### config.mk
export PLATFORM = sky130hd
export DESIGN_NAME = hamming74_serial_decoder
export DESIGN_NICKNAME = d
export VERILOG_FILES = /design/src/rtl/hamming74_serial_decoder.sv
export SDC_FILE = /design/constraint.sdc
export NUM_CORES = 1
export LEC_CHECK = 0
export BUFFER_PORTS_ARGS = -buffer_cell sky130_fd_sc_hd__buf_2
export CAP_MARGIN = 20
export CELL_PAD_IN_SITES_DETAIL_PLACEMENT = 1
export CELL_PAD_IN_SITES_GLOBAL_PLACEMENT = 2
export CORE_MARGIN = 1
export CORE_UTILIZATION = 33
export CTS_BUF_LIST = sky130_fd_sc_hd__clkbuf_16
export DETAILED_ROUTE_END_ITERATION = 8
export HOLD_SLACK_MARGIN = 0.1
export PLACE_DENSITY = 0.79
export SLEW_MARGIN = 10
export SYNTH_ARGS = -nofsm -noshare
export SYNTH_HDL_FRONTEND = slang
export SYNTH_SLANG_ARGS = --single-unit
### constraint.sdc
create_clock -name clk -period 2.2 [get_ports clk]
set_input_delay 0.33 -clock clk [delete_from_list [all_inputs] [get_ports clk]]
set_output_delay 0.33 -clock clk [all_outputs]
set_load 0.01 [all_outputs]
### src/rtl/hamming74_serial_decoder.sv
// Receive side of the (7,4) Hamming link: deserialises codewords LSB first,
// corrects single-bit errors and hands the BCD digit out on a valid/ready port.
module hamming74_serial_decoder #(
  parameter int unsigned CNT_W = 8
) (
  input  logic             clk,
  input  logic             rst,
  input  logic             in_bit,
  input  logic             in_valid,
  output logic             in_ready,
  output logic [3:0]       out_data,
  output logic             out_valid,
  input  logic             out_ready,
  output logic             corrected,
  output logic [2:0]       err_pos,
  output logic             range_err,
  output logic [CNT_W-1:0] corr_count
);

  typedef enum logic [1:0] {
    RECV   = 2'd0,
    DECODE = 2'd1,
    OUT    = 2'd2
  } state_t;

  state_t     state;
  state_t     state_next;
  logic [6:0] shreg;
  logic [2:0] bitcnt;
  logic       accept;

  logic [2:0] syndrome;
  logic [7:0] onehot;
  logic [6:0] fixed;
  logic [3:0] fixed_data;

  assign accept = in_valid && in_ready;

  // Syndrome points at the 1-based bad position; bit 0 of the one-hot is the
  // "no error" slot, so dropping it yields the flip mask without a branch.
  always_comb begin
    syndrome[0] = shreg[0] ^ shreg[2] ^ shreg[4] ^ shreg[6];
    syndrome[1] = shreg[1] ^ shreg[2] ^ shreg[5] ^ shreg[6];
    syndrome[2] = shreg[3] ^ shreg[4] ^ shreg[5] ^ shreg[6];
    onehot      = 8'd1 << syndrome;
    fixed       = shreg ^ onehot[7:1];
    fixed_data  = {fixed[6], fixed[5], fixed[4], fixed[2]};
  end

  always_ff @(posedge clk) begin
    if (rst) begin
      state <= RECV;
    end else begin
      state <= state_next;
    end
  end

  always_comb begin
    state_next = state;
    in_ready   = 1'b0;
    case (state)
      RECV: begin
        in_ready = 1'b1;
        if (in_valid && bitcnt == 3'd6) begin
          state_next = DECODE;
        end
      end
      DECODE: begin
        state_next = OUT;
      end
      OUT: begin
        if (out_ready) begin
          state_next = RECV;
        end
      end
      default: begin
        state_next = RECV;
      end
    endcase
  end

  always_ff @(posedge clk) begin
    if (rst) begin
      shreg      <= '0;
      bitcnt     <= '0;
      out_valid  <= 1'b0;
      out_data   <= '0;
      corrected  <= 1'b0;
      err_pos    <= '0;
      range_err  <= 1'b0;
      corr_count <= '0;
    end else begin
      if (accept) begin
        shreg[bitcnt] <= in_bit;
        bitcnt        <= (bitcnt == 3'd6) ? 3'd0 : bitcnt + 3'd1;
      end
      if (state == DECODE) begin
        out_data  <= fixed_data;
        corrected <= (syndrome != 3'd0);
        err_pos   <= syndrome;
        range_err <= (fixed_data > 4'd9);
        out_valid <= 1'b1;
        if (syndrome != 3'd0 && corr_count != {CNT_W{1'b1}}) begin
          corr_count <= corr_count + 1'b1;
        end
      end
      if (state == OUT && out_ready) begin
        out_valid <= 1'b0;
      end
    end
  end

endmodule

## Word-level counts from Yosys, hierarchy flattened

Cells that the tools add are included.

| cells by class | value |
|---|---|
| add/subtract/negate cells | 2 |
| magnitude comparators | 3 |
| eq/ne operators | 6 |
| shift operators | 1 |
| muxes and demuxes | 8 |
| bitwise gates (word level) | 10 |
| reductions and logical operators | 10 |

Operators with widths:

| cell | count |
|---|---|
| $xor 1x1->1 | 9 |
| $add 8x1->8 const B | 1 |
| $ne 8x8->1 const B | 1 |
| $shl 1x3->8 const A | 1 |
| $bwmux 7 | 1 |
| $xor 7x7->7 | 1 |
| $pmux 2 s3 | 1 |
| $logic_and 1x1->1 | 5 |
| $gt 4x4->1 const B | 1 |
| $lt 3x4->1 const B | 1 |
| $mux 2 | 2 |
| $ne 2x2->1 const B | 2 |
| $reduce_and 2->1 | 2 |
| $add 3x1->3 const B | 1 |
| $demux 1 s3 | 1 |
| $eq 3x3->1 const B | 1 |
| $ge 3x1->1 const B | 1 |
| $mux 3 | 1 |
| $reduce_bool 3->1 | 1 |
| $eq 2x1->1 const B | 1 |
| $eq 2x2->1 const B | 1 |
| $logic_not 2->1 | 1 |
| $mux 1 | 2 |
| $reduce_or 2->1 | 1 |

| word-level totals | value |
|---|---|
| register bits after elaboration | 30 |
| input port bits | 5 |
| output and inout bits | 19 |
| logic and storage cells | 49 |

## Logic depth before layout (Yosys ltp)

| depth | value |
|---|---|
| word-level depth | 6 |
| depth in mapped cells | 7 |
| gate-level depth less buffers | 6 |

## Worst setup path after synthesis

Ideal clock, no wire load.

| path | value |
|---|---|
| path kind | register to register |
| start | reg shreg[4] |
| end | reg range_err |
| library setup time | 0.096 ns |
| arrival time | 1.600 ns |
| data required time | 2.104 ns |
| path slack | 0.504 ns |
| cell stages (with the launch flop) | 8 |
| path buffers | 1 |
| clock period less this slack | 1.696 ns |
| path through | dfxtp_1 buf_6 xor2_1 o21a_1 nor3_1 a2111oi_2 a21oi_1 o41ai_2 |

| on the way | value |
|---|---|
| cells in the longest elaborated chain, start to end | 6 |
| elaborated cells on any way between the ends | 8 |
| those cells by class | order compare: 1; shift: 1; bitwise: 6 |

Ends and longest elaborated chain:

| what | line | source |
|---|---|---|
| from (decl) | 28 | `logic [6:0] shreg;` |
| from (signal, indexed assignment) | 94 | `shreg[bitcnt] <= in_bit;` |
| $xor 1x1->1 (3 in a row) | 44 | `syndrome[2] = shreg[3] ^ shreg[4] ^ shreg[5] ^ shreg[6];` |
| $shl 1x3->8 | 45 | `onehot = 8'd1 << syndrome;` |
| $xor 7x7->7 (*) | 46 | `fixed = shreg ^ onehot[7:1];` |
| $gt 4x4->1 (*) | 101 | `range_err <= (fixed_data > 4'd9);` |
| to (signal assigned) | 101 |  |
| to (decl) | 16 | `output logic range_err,` |

Mark *: on every way between the ends. The rest lies on a longest branch, timed or not.
A chain may end at the register's enable or synchronous reset.

## Final worst setup path

| path | value |
|---|---|
| start | reg shreg[0] |
| end | reg corr_count[3] |

| on the way | value |
|---|---|
| cells in the longest elaborated chain, start to end | 6 |

Ends and longest elaborated chain:

| what | line | source |
|---|---|---|
| $xor 1x1->1 (3 in a row) | 42 | `syndrome[0] = shreg[0] ^ shreg[2] ^ shreg[4] ^ shreg[6];` |
| $reduce_bool 3->1 | 103 | `if (syndrome != 3'd0 && corr_count != {CNT_W{1'b1}}) begin` |
| $logic_and 1x1->1 | 103 |  |
| $reduce_and 2->1 (no line) | n/a |  |
| to (signal assigned) | 104 | `corr_count <= corr_count + 1'b1;` |
| to (decl) | 17 | `output logic [CNT_W-1:0] corr_count` |

No other way between the ends.

==> impl_metrics.tcl <==
set metrics [dict create \
    run_status "completed" \
    fin_tns_setup_ns 0 \
    ctsLongestPathBuffers 2 \
    globalRoute.totalOverflow 0 \
    yosys-top-cells-area "dfxtp_1, nor2_1, nand2_1" \
    num_vias 1470 \
    dieHeight_um 72.2 \
    regToRegSetupSlack_ns 0.23 \
    avgViaCountPerCell 5.09 \
    largest_net_degree_at_the_start_of_global_routing 32 \
    antenna_cells_inserted 0 \
    drive_gt1_share_pct 19.8 \
    hold_path_depth 3 \
    rr_startpoint "shreg[0]$_SDFFE_PP0P_" \
    worst_path_max_delay_cell "xnor2_1" \
    detailedPlace.worstSlack_ns 0.198 \
    synth_nets 203 \
    yosysSeqAreaShare_pct 36.9 \
    endpoint_kind "flop" \
    yosys.cell_types.count 42 \
    clock_sink_count 30 \
    coreArea_sq_um 4720 \
    ys_async_sr_fraction_pct 0 \
    yosysTopAreaCellShare_pct 36.9 \
    drt_drc_violations_left 0 \
    start_util_pct 34.4 \
    place.port_buffers 23 \
    cts-buffers-inserted 5 \
    postSynth.topFlopCell "dfxtp_1" \
    timing.slew.headroom_pct 58.3 \
    wl_per_cell_um 13.8 \
    mappedNetlistArea_sq_um 1630 \
    setup_violations 0 \
    area.growth.synth_to_final_pct 20.0 \
    die_width_um 72.2 \
    totalWireLength_um 3990 \
    drt.antenna.violating_nets 0 \
    yosysWarnings 0 \
    timing.critical_path.slowest_cell_delay_ns 0.54 \
    maxClockFrequency_ghz 0.509 \
    cts-root-buf "clkbuf_16" \
    tritoncts_clock_tree "yes" \
    timing.final.ws_setup_ns 0.234 \
    clk_pin_slew_worst_paths_ns 0.05 \
    cell_chain_of_the_critical_path "xnor2_1 > nand3_1 > a21oi_2 > nor3_1 > xnor2_1 > nor2_1" \
    design.portCount 24 \
    hold_violations 0 \
    finalWorstPathRequiredPeriod_ns 1.97 \
    synthCells 197 \
    synth_top_cells_by_count "dfxtp_1, nor2_1, nand2_1" \
    whs_endpoint "state[1]$_SDFFE_PP0P_" \
    synth.avg_cell_area_sq_um 8.26 \
    post_cts_hold_buffer_count 0 \
    critical_path_peak_fanout 8 \
    worstSkewPairLatency_ns 0.27 \
    kind_of_critical_path "flop to flop" \
    synth_largest_area_cell "dfxtp_1" \
    fin_nets 227 \
    synth.most_common_cell "dfxtp_1" \
    maxCapViolCount 0 \
    worst_r2r_endpoint "corr_count[3]$_SDFFE_PP0P_" \
    ys_ff_latch 30 \
    synth_enable_flop_cells 0 \
    power.density_nw_per_um2 641 \
    design.die.area_sq_um 5210 \
    grt_first_pass_wirelength_um 6850 \
    arrival_time_worst_endpoint_ns 2.10 \
    r2r_cells 6 \
    number_of_global_route_vias_before_repair 1473 \
    final_min_period_over_clock_period_pct 89.4 \
    floorplan.rows 25 \
    drt_pass1_iterations 4 \
    worstMarginPinSlew_ns 0.625 \
    report.power.total_mw 1.25 \
    number_of_antenna_violations_at_the_first_check_in_global_routing 0 \
    required_ns 2.34 \
    initial_drt_markers 19 \
    critical-path-top-cell-by-count "xnor2_1" \
    worst_min_delay_path_category "input port to flop" \
    skew_ns 0.00487 \
    critPathLaunchType "flop" \
    htree_depth 2 \
    track_usage_pct 16.7 \
    vdd_ir_drop_max_v 0.000416 \
    dp_hpwl_um 2920 \
    globalplace.congestion 0.771 \
    maxSlewViolCount 0 \
    unrepaired_setup_endpoints_after_global_routing "false" \
    hold_path_startpoint "out_ready" \
    leakage_nw 0.779 \
]
## per-stage QoR
step	std cells	util, %	area (sq um)	hold slack (ns)
2_1_floorplan	197	-	1630	0.431
3_3_place_gp	281	38.3	1810	0.443
3_5_place_dp	281	38.3	1810	0.448
4_1_cts	289	41.2	1940	0.358
5_1_grt	289	41.3	1950	0.389
6_report	289	41.3	1950	0.362
## worst max-delay path by stage
stage / from / end / slack [ns]
after floorplan: shreg[4]$_SDFFE_PP0P_ / range_err$_SDFFE_PP0P_ / 0.50
after global placement: shreg[4]$_SDFFE_PP0P_ / corr_count[5]$_SDFFE_PP0P_ / 0.25
after detailed placement: shreg[4]$_SDFFE_PP0P_ / out_data[3]$_SDFFE_PP0P_ / 0.20
after CTS: shreg[4]$_SDFFE_PP0P_ / out_data[3]$_SDFFE_PP0P_ / 0.19
after global routing: shreg[4]$_SDFFE_PP0P_ / range_err$_SDFFE_PP0P_ / 0.03
final: shreg[0]$_SDFFE_PP0P_ / corr_count[3]$_SDFFE_PP0P_ / 0.23
## timing repair
item,in CTS,in global routing
setup endpoints to repair,0,8
gates resized for setup,0,1
buffers inserted,0,0
## sequential cells by signal, summed over array words and instances (netlist names)
| name | count |
|---|---|
| err_pos | 3 |
| out_data | 4 |
| shreg | 7 |
| out_valid | 1 |
| state | 2 |
| bitcnt | 3 |
| corr_count | 8 |
| range_err | 1 |
| corrected | 1 |
## kinds of logic after synthesis
| family | share of synthesized area [%] |
|---|---|
| XOR/XNOR | 11.4 |
| buffers and inverters | 3.92 |
| adder cells (fa/ha/maj) | 0.769 |
| AND/OR/NAND/NOR | 28.5 |
| flip-flops | 36.9 |
| AO/OA/AOI/OAI | 15.5 |
| multiplexers | 3.08 |
## layer usage
metal  track usage [%]  vias up  share of wire, %
li1                  -      741                 -
met3              3.75        6               2.7
met2              27.8       19                46
met1              21.2      704                50
met5                 0        -                 0
met4              5.88        0               1.2
## critical path: cells and delay by family (launching register included)
| family | cells | cell delay (ns) |
|---|---|---|
| XOR/XNOR | 2 | 0.74 |
| AO/OA/AOI/OAI | 1 | 0.39 |
| flip-flops | 1 | 0.36 |
| AND/OR/NAND/NOR | 3 | 0.35 |
## cell usage in the layout (no fill, tap or decap), types with 2 or more instances in the layout
| cell type | Yosys | routed |
|---|---|---|
| xor2_1 | 3 | 2 |
| a21oi_1 | 15 | 15 |
| xnor2_1 | 10 | 10 |
| buf_2 | 3 | 23 |
| nor2b_1 | 4 | 4 |
| clkbuf_16 | 0 | 5 |
| inv_1 | 2 | 3 |
| xnor2_4 | 2 | 2 |
| and3_1 | 2 | 2 |
| xor2_2 | 1 | 2 |
| a211oi_1 | 5 | 5 |
| nand3_1 | 9 | 9 |
| o21a_1 | 2 | 2 |
| buf_4 | 1 | 5 |
| mux2i_1 | 5 | 5 |
| nand2_1 | 25 | 25 |
| and4_1 | 2 | 2 |
| nand4_1 | 3 | 3 |
| dfxtp_1 | 30 | 30 |
| a311oi_1 | 2 | 2 |
| nor2_1 | 29 | 29 |
| nor3_1 | 14 | 14 |
| o22ai_1 | 3 | 3 |
## report_power, final
part / switching, mW / internal, mW / total (mW)
Sequential: 0.00902 / 0.550 / 0.559
Combinational: 0.0466 / 0.0210 / 0.0676
Clock: 0.217 / 0.407 / 0.624
Total: 0.273 / 0.978 / 1.25
## layout make-up
class,count,area (sq um)
Multi-Input combinational cell,154,970
Inverter,2,7.51
Fill cell,583,2770
Timing Repair Buffer,28,153
Tap cell,67,83.8
Clock inverter,3,12.5
Sequential cell,30,601
Clock buffer,5,125
Power figures use the tool's default switching activity.
